[src/rtl/sram_like_arbiter.sv]
// sram_like_arbiter: shares one sram-like master port between the fetch
// stage and the mem stage. One transaction is in flight at a time; the
// mem-stage access wins when both ports are pending. Per-port done flags
// keep a completed access from being re-issued until the pipeline advances,
// and a discard flag lets a flushed transaction finish on the bus without
// affecting the core.
module sram_like_arbiter (
    input  logic        clk,
    input  logic        resetn,
    input  logic        pipe_stall,
    input  logic        flush,
    input  logic        inst_req,
    input  logic [31:0] inst_addr,
    output logic [31:0] inst_rdata,
    output logic        inst_stall,
    input  logic        data_req,
    input  logic        data_wr,
    input  logic [1:0]  data_size,
    input  logic [31:0] data_addr,
    input  logic [31:0] data_wdata,
    output logic [31:0] data_rdata,
    output logic        data_stall,
    output logic        m_req,
    output logic        m_wr,
    output logic [1:0]  m_size,
    output logic [31:0] m_addr,
    output logic [31:0] m_wdata,
    input  logic [31:0] m_rdata,
    input  logic        m_addr_ok,
    input  logic        m_data_ok
);

    typedef enum logic [2:0] {
        S_IDLE   = 3'd0,
        S_I_ADDR = 3'd1,
        S_I_WAIT = 3'd2,
        S_D_ADDR = 3'd3,
        S_D_WAIT = 3'd4
    } state_t;

    state_t      r_state;
    state_t      w_next;
    logic        w_m_req;

    logic        r_m_wr;
    logic [1:0]  r_m_size;
    logic [31:0] r_m_addr;
    logic [31:0] r_m_wdata;
    logic [31:0] r_inst_rdata;
    logic [31:0] r_data_rdata;
    logic        r_inst_done;
    logic        r_data_done;
    logic        r_discard;

    logic        w_inst_pend;
    logic        w_data_pend;
    logic        w_complete;
    logic        w_keep;
    logic        w_inst_fill;
    logic        w_data_fill;

    assign w_inst_pend = inst_req & ~r_inst_done;
    assign w_data_pend = data_req & ~r_data_done;

    // A completion is only meaningful in a WAIT state; it reaches the core
    // unless the transaction was flushed earlier or is being flushed now.
    assign w_complete  = m_data_ok & ((r_state == S_I_WAIT) | (r_state == S_D_WAIT));
    assign w_keep      = w_complete & ~r_discard & ~flush;
    assign w_inst_fill = w_keep & (r_state == S_I_WAIT);
    assign w_data_fill = w_keep & (r_state == S_D_WAIT);

    assign inst_stall  = w_inst_pend;
    assign data_stall  = w_data_pend;
    assign inst_rdata  = r_inst_rdata;
    assign data_rdata  = r_data_rdata;
    assign m_req       = w_m_req;
    assign m_wr        = r_m_wr;
    assign m_size      = r_m_size;
    assign m_addr      = r_m_addr;
    assign m_wdata     = r_m_wdata;

    // Next-state selection and master request decode.
    always_comb begin
        w_next  = r_state;
        w_m_req = 1'b0;
        case (r_state)
            S_IDLE: begin
                if (w_data_pend) begin
                    w_next = S_D_ADDR;
                end else if (w_inst_pend) begin
                    w_next = S_I_ADDR;
                end
            end
            S_I_ADDR: begin
                w_m_req = 1'b1;
                if (m_addr_ok) begin
                    w_next = S_I_WAIT;
                end
            end
            S_I_WAIT: begin
                if (m_data_ok) begin
                    w_next = S_IDLE;
                end
            end
            S_D_ADDR: begin
                w_m_req = 1'b1;
                if (m_addr_ok) begin
                    w_next = S_D_WAIT;
                end
            end
            S_D_WAIT: begin
                if (m_data_ok) begin
                    w_next = S_IDLE;
                end
            end
            default: begin
                w_next = S_IDLE;
            end
        endcase
    end

    // State register.
    always_ff @(posedge clk) begin
        if (!resetn) begin
            r_state <= S_IDLE;
        end else begin
            r_state <= w_next;
        end
    end

    // Capture the request fields when leaving IDLE; they stay put until the next issue.
    always_ff @(posedge clk) begin
        if (!resetn) begin
            r_m_wr    <= 1'b0;
            r_m_size  <= 2'd0;
            r_m_addr  <= 32'h0;
            r_m_wdata <= 32'h0;
        end else if (r_state == S_IDLE && w_next == S_D_ADDR) begin
            r_m_wr    <= data_wr;
            r_m_size  <= data_size;
            r_m_addr  <= data_addr;
            r_m_wdata <= data_wdata;
        end else if (r_state == S_IDLE && w_next == S_I_ADDR) begin
            r_m_wr    <= 1'b0;
            r_m_size  <= 2'd2;
            r_m_addr  <= inst_addr;
            r_m_wdata <= 32'h0;
        end
    end

    // Read-data holding registers, updated only by a non-discarded completion.
    always_ff @(posedge clk) begin
        if (!resetn) begin
            r_inst_rdata <= 32'h0;
            r_data_rdata <= 32'h0;
        end else begin
            if (w_inst_fill) begin
                r_inst_rdata <= m_rdata;
            end
            if (w_data_fill) begin
                r_data_rdata <= m_rdata;
            end
        end
    end

    // Done flags: set by a kept completion, cleared by a pipeline advance or a flush.
    always_ff @(posedge clk) begin
        if (!resetn) begin
            r_inst_done <= 1'b0;
            r_data_done <= 1'b0;
        end else if (flush) begin
            r_inst_done <= 1'b0;
            r_data_done <= 1'b0;
        end else begin
            if (!pipe_stall) begin
                r_inst_done <= 1'b0;
                r_data_done <= 1'b0;
            end
            if (w_inst_fill) begin
                r_inst_done <= 1'b1;
            end
            if (w_data_fill) begin
                r_data_done <= 1'b1;
            end
        end
    end

    // Discard marks an in-flight transaction whose result must be dropped.
    always_ff @(posedge clk) begin
        if (!resetn) begin
            r_discard <= 1'b0;
        end else if (w_complete) begin
            r_discard <= 1'b0;
        end else if (flush && r_state != S_IDLE) begin
            r_discard <= 1'b1;
        end
    end

endmodule

[config.mk]
export PLATFORM = sky130hd
export DESIGN_NAME = sram_like_arbiter
export DESIGN_NICKNAME = d
export VERILOG_FILES = /design/src/rtl/sram_like_arbiter.sv
export SDC_FILE = /design/constraint.sdc
export NUM_CORES = 1
export LEC_CHECK = 0
export BUFFER_PORTS_ARGS = -buffer_cell sky130_fd_sc_hd__buf_2
export CORE_MARGIN = 2
export CORE_UTILIZATION = 35
export CTS_BUF_LIST = sky130_fd_sc_hd__clkbuf_4
export DETAILED_ROUTE_END_ITERATION = 10
export GPL_TIMING_DRIVEN = 0
export PLACE_DENSITY = 0.72
export SLEW_MARGIN = 20
export SYNTH_ARGS = -nofsm -noshare
export SYNTH_HDL_FRONTEND = slang
export SYNTH_SLANG_ARGS = --single-unit
[constraint.sdc]
create_clock -name clk -period 2 [get_ports clk]
set_clock_uncertainty 0.1 [all_clocks]
set_input_delay 0.1 -clock clk [delete_from_list [all_inputs] [get_ports clk]]
set_output_delay 0.1 -clock clk [all_outputs]
set_load 0.02 [all_outputs]
==> flow_metrics.tcl <==
set metrics [dict create \
    status "finished, final reports clean" \
    r2r-start "r_discard" \
    yosys.area_share.simple 0.163 \
    crit_type "reg -> reg" \
    ant_nets 0 \
    critical_path.max_stage_delay_ns 0.55 \
    synth_mux_area_frac 0 \
    yosys.area_share.xor_xnor 0.00326 \
    place_congestion 0.789 \
    ys_ff_latch 137 \
    final_util 0.575 \
    slew_viol_final 0 \
    ios 273 \
    synthArstFlopShare 0 \
    dieArea_sq_um 16400 \
    fmax_mhz 517 \
    worstMarginPinSlew_ns 0.565 \
    ys.flop_type "dfxtp_1" \
    syn_nets 767 \
    multiInputGateArea_sq_um 2420 \
    critPathLaunchType "register" \
    die_w_um 128 \
    nets 1191 \
    synth_fa_ha_area_frac 0 \
    wl_per_cell_um 16.2 \
    power_density_nw_per_um2 751 \
    finalSetupViolCount 0 \
    required_ns 2.36 \
    holdWs_ns 0.171 \
    yosys.cell_count.top_type "dfxtp_1" \
    clock_latency_ns 0.56 \
    io_buffers 271 \
    min_path_type "in -> reg" \
    grt_max_degree 17 \
    cts_tree "built" \
    path_cells "or4b_4 -> or3b_1 -> buf_2 -> buf_6 -> nand2_1 -> a21boi_1" \
    yosysUniqueCellTypes 30 \
    cp_slowest_cell "or4b_4" \
    crit_start "r_discard" \
    grt_pass1_vias 6288 \
    vdd_drop_max_mv 0.445 \
    grt_overflow 0 \
    reg2regPathDepth 6 \
    fillCellCount 1342 \
    rows 45 \
    critPathMaxFanout 10 \
    synth_area_sq_um 5380 \
    antenna_found_initial 2 \
    clk_pin_slew_ns 0.12 \
    seqCellArea_sq_um 2740 \
    routed_via_density 5.08 \
    synth_area_leaders "dfxtp_1 51%, nand2_1 9.2%, a21boi_1 8.7%" \
    slew_headroom 0.623 \
    holdPathStages 3 \
    post-route-period-util 0.968 \
    yosys_warnings 0 \
    timing.rr.end "inst_rdata[23]" \
    vias 6374 \
    arrival_ns 2.29 \
    cts_root_buffer "clkbuf_4" \
    drt-total-wl_mm 20.3 \
    post-route-drc-count 0 \
    ys_seq_area_frac 0.510 \
    drive_above_1_share 0.325 \
    reg2reg_slack_ns 0.06 \
    cp-end-kind "register" \
    area_growth_pct 61.3 \
    crit_buf_inv 2 \
    synth-edff-count 0 \
    cts_sinks 137 \
    syn_avg_cell_area_sq_um 8.56 \
    synthCells 628 \
    coreArea_sq_um 15100 \
    finalHoldViolations 0 \
    drt_iter0_drc 384 \
    yosysTopAreaCell "dfxtp_1" \
    fin_crit_ns 1.94 \
    crit_family "simple AND/OR/NAND/NOR gates" \
    synthTopCellsByCount "137 x dfxtp_1, 132 x nand2_1, 67 x o21ai_0" \
    dpl.hpwl_mm 12.4 \
    hold_end "data_rdata[6]" \
    cellLeakagePower_nw 3.85 \
    grt_pass1_wl_mm 31.0 \
    synth_compound_area_frac 0.275 \
    cap_violations 0 \
    grtUsageTotal 0.241 \
    synth_top_cell_area_share 0.510 \
    cts_made_buffers 17 \
    min_from "resetn" \
    h-tree-depth 4 \
    cts.path.max_buffers 2 \
    die_h_um 128 \
    synth_top_family_by_area "compound AO/OA/AOI/OAI gates" \
    firstDrtPassIters 7 \
    initial_core_util 0.356 \
]
## report_power, final
group	internal, mW	leakage (nW)	switching [mW]
logic	0.728	2.59	1.01
registers	2.93	1.12	0.103
clock network	0.754	0.143	0.987
total	4.41	3.85	2.10
## what timing repair did
item                                    CTS  global route
hold buffers                            136             0
cloned                                    0             0
setup buffers                             0             0
endpoints found under the setup margin   62           116
resized for setup                         8            52
hold endpoints to repair                136             0
## registers in the layout (all words and copies together), names as in the netlist
name and cells:
m_wr 1, r_discard 1, m_size 2, r_state 3, m_addr 32, inst_rdata 32
data_rdata 32, m_wdata 32, r_inst_done 1, r_data_done 1
## worst max-delay path by stage
stage	endpoint	slack, ns	depth (start not counted)
2_1_floorplan	inst_rdata[22]	0.18	6
3_3_place_gp	m_addr[30]	-0.12	7
3_5_place_dp	m_addr[31]	-0.17	7
4_1_cts	m_addr[31]	0.001	7
5_1_grt	inst_rdata[18]	-0.003	6
6_report	inst_rdata[23]	0.06	6
## metrics by stage
| stage | cells | setup WS, ns | area (sq um) | power (mW) | TNS (ns) |
|---|---|---|---|---|---|
| final | 1254 | 0.0649 | 8670 | 6.51 | 0 |
| after global routing | 1254 | -0.00296 | 8670 | 6.81 | -0.00502 |
| after CTS | 1254 | 0.00120 | 8600 | 6.45 | 0 |
| after detailed placement | 1087 | -0.166 | 6970 | 4.51 | -4.81 |
| after global placement | 1087 | -0.120 | 6970 | 4.50 | -3.19 |
| after floorplan | 628 | 0.183 | 5380 | 3.95 | 0 |
## area by class of cell
cell class	count	share of cell area
repair buffers	407	0.313
inverters	1	0.000433
clock buffers	20	0.0173
well taps	188	0.0271
multi-input cells	431	0.280
diodes	2	0.000577
plain buffers	57	0.0329
flip-flops and latches	137	0.316
clock inverters	11	0.0123
## cells in the final DEF, fill, tap and decap left out, drive strengths merged, types with 2 or more instances in the layout
| cell | netlist | routed |
|---|---|---|
| dlygate4sd3 | 0 | 136 |
| bufinv | 0 | 2 |
| nor2b | 38 | 38 |
| nor2 | 2 | 2 |
| clkbuf | 46 | 63 |
| nand2 | 132 | 132 |
| o21ai | 69 | 69 |
| a21oi | 37 | 37 |
| a22oi | 34 | 34 |
| nor3 | 3 | 3 |
| a21boi | 64 | 64 |
| clkinv | 0 | 8 |
| dfxtp | 137 | 137 |
| or3 | 2 | 2 |
| nor3b | 3 | 3 |
| a31oi | 32 | 32 |
| diode | 0 | 2 |
| nand2b | 4 | 4 |
| buf | 13 | 285 |
| xnor2 | 2 | 2 |
| and2 | 3 | 3 |
## worst min-delay path, cell delays in order
cell and delay (ns):
clkbuf_1 0.25, clkbuf_1 0.28, a21boi_1 0.17
## cell families after synthesis
kind of cell | after synthesis
AOI/OAI and AO/OA | 237
xor gates and xnor gates | 2
buffers and inverters | 60
DFF | 137
and+or+nand+nor | 192
## layer usage
metal  up-vias  track usage  part of all wire
li1       3029            -                 -
met1      2974        0.261              0.39
met2       283        0.421              0.50
met3        88       0.0701             0.063
met4         0        0.140             0.052
met5         -            0                 0
(Power assumes the default switching activity.)
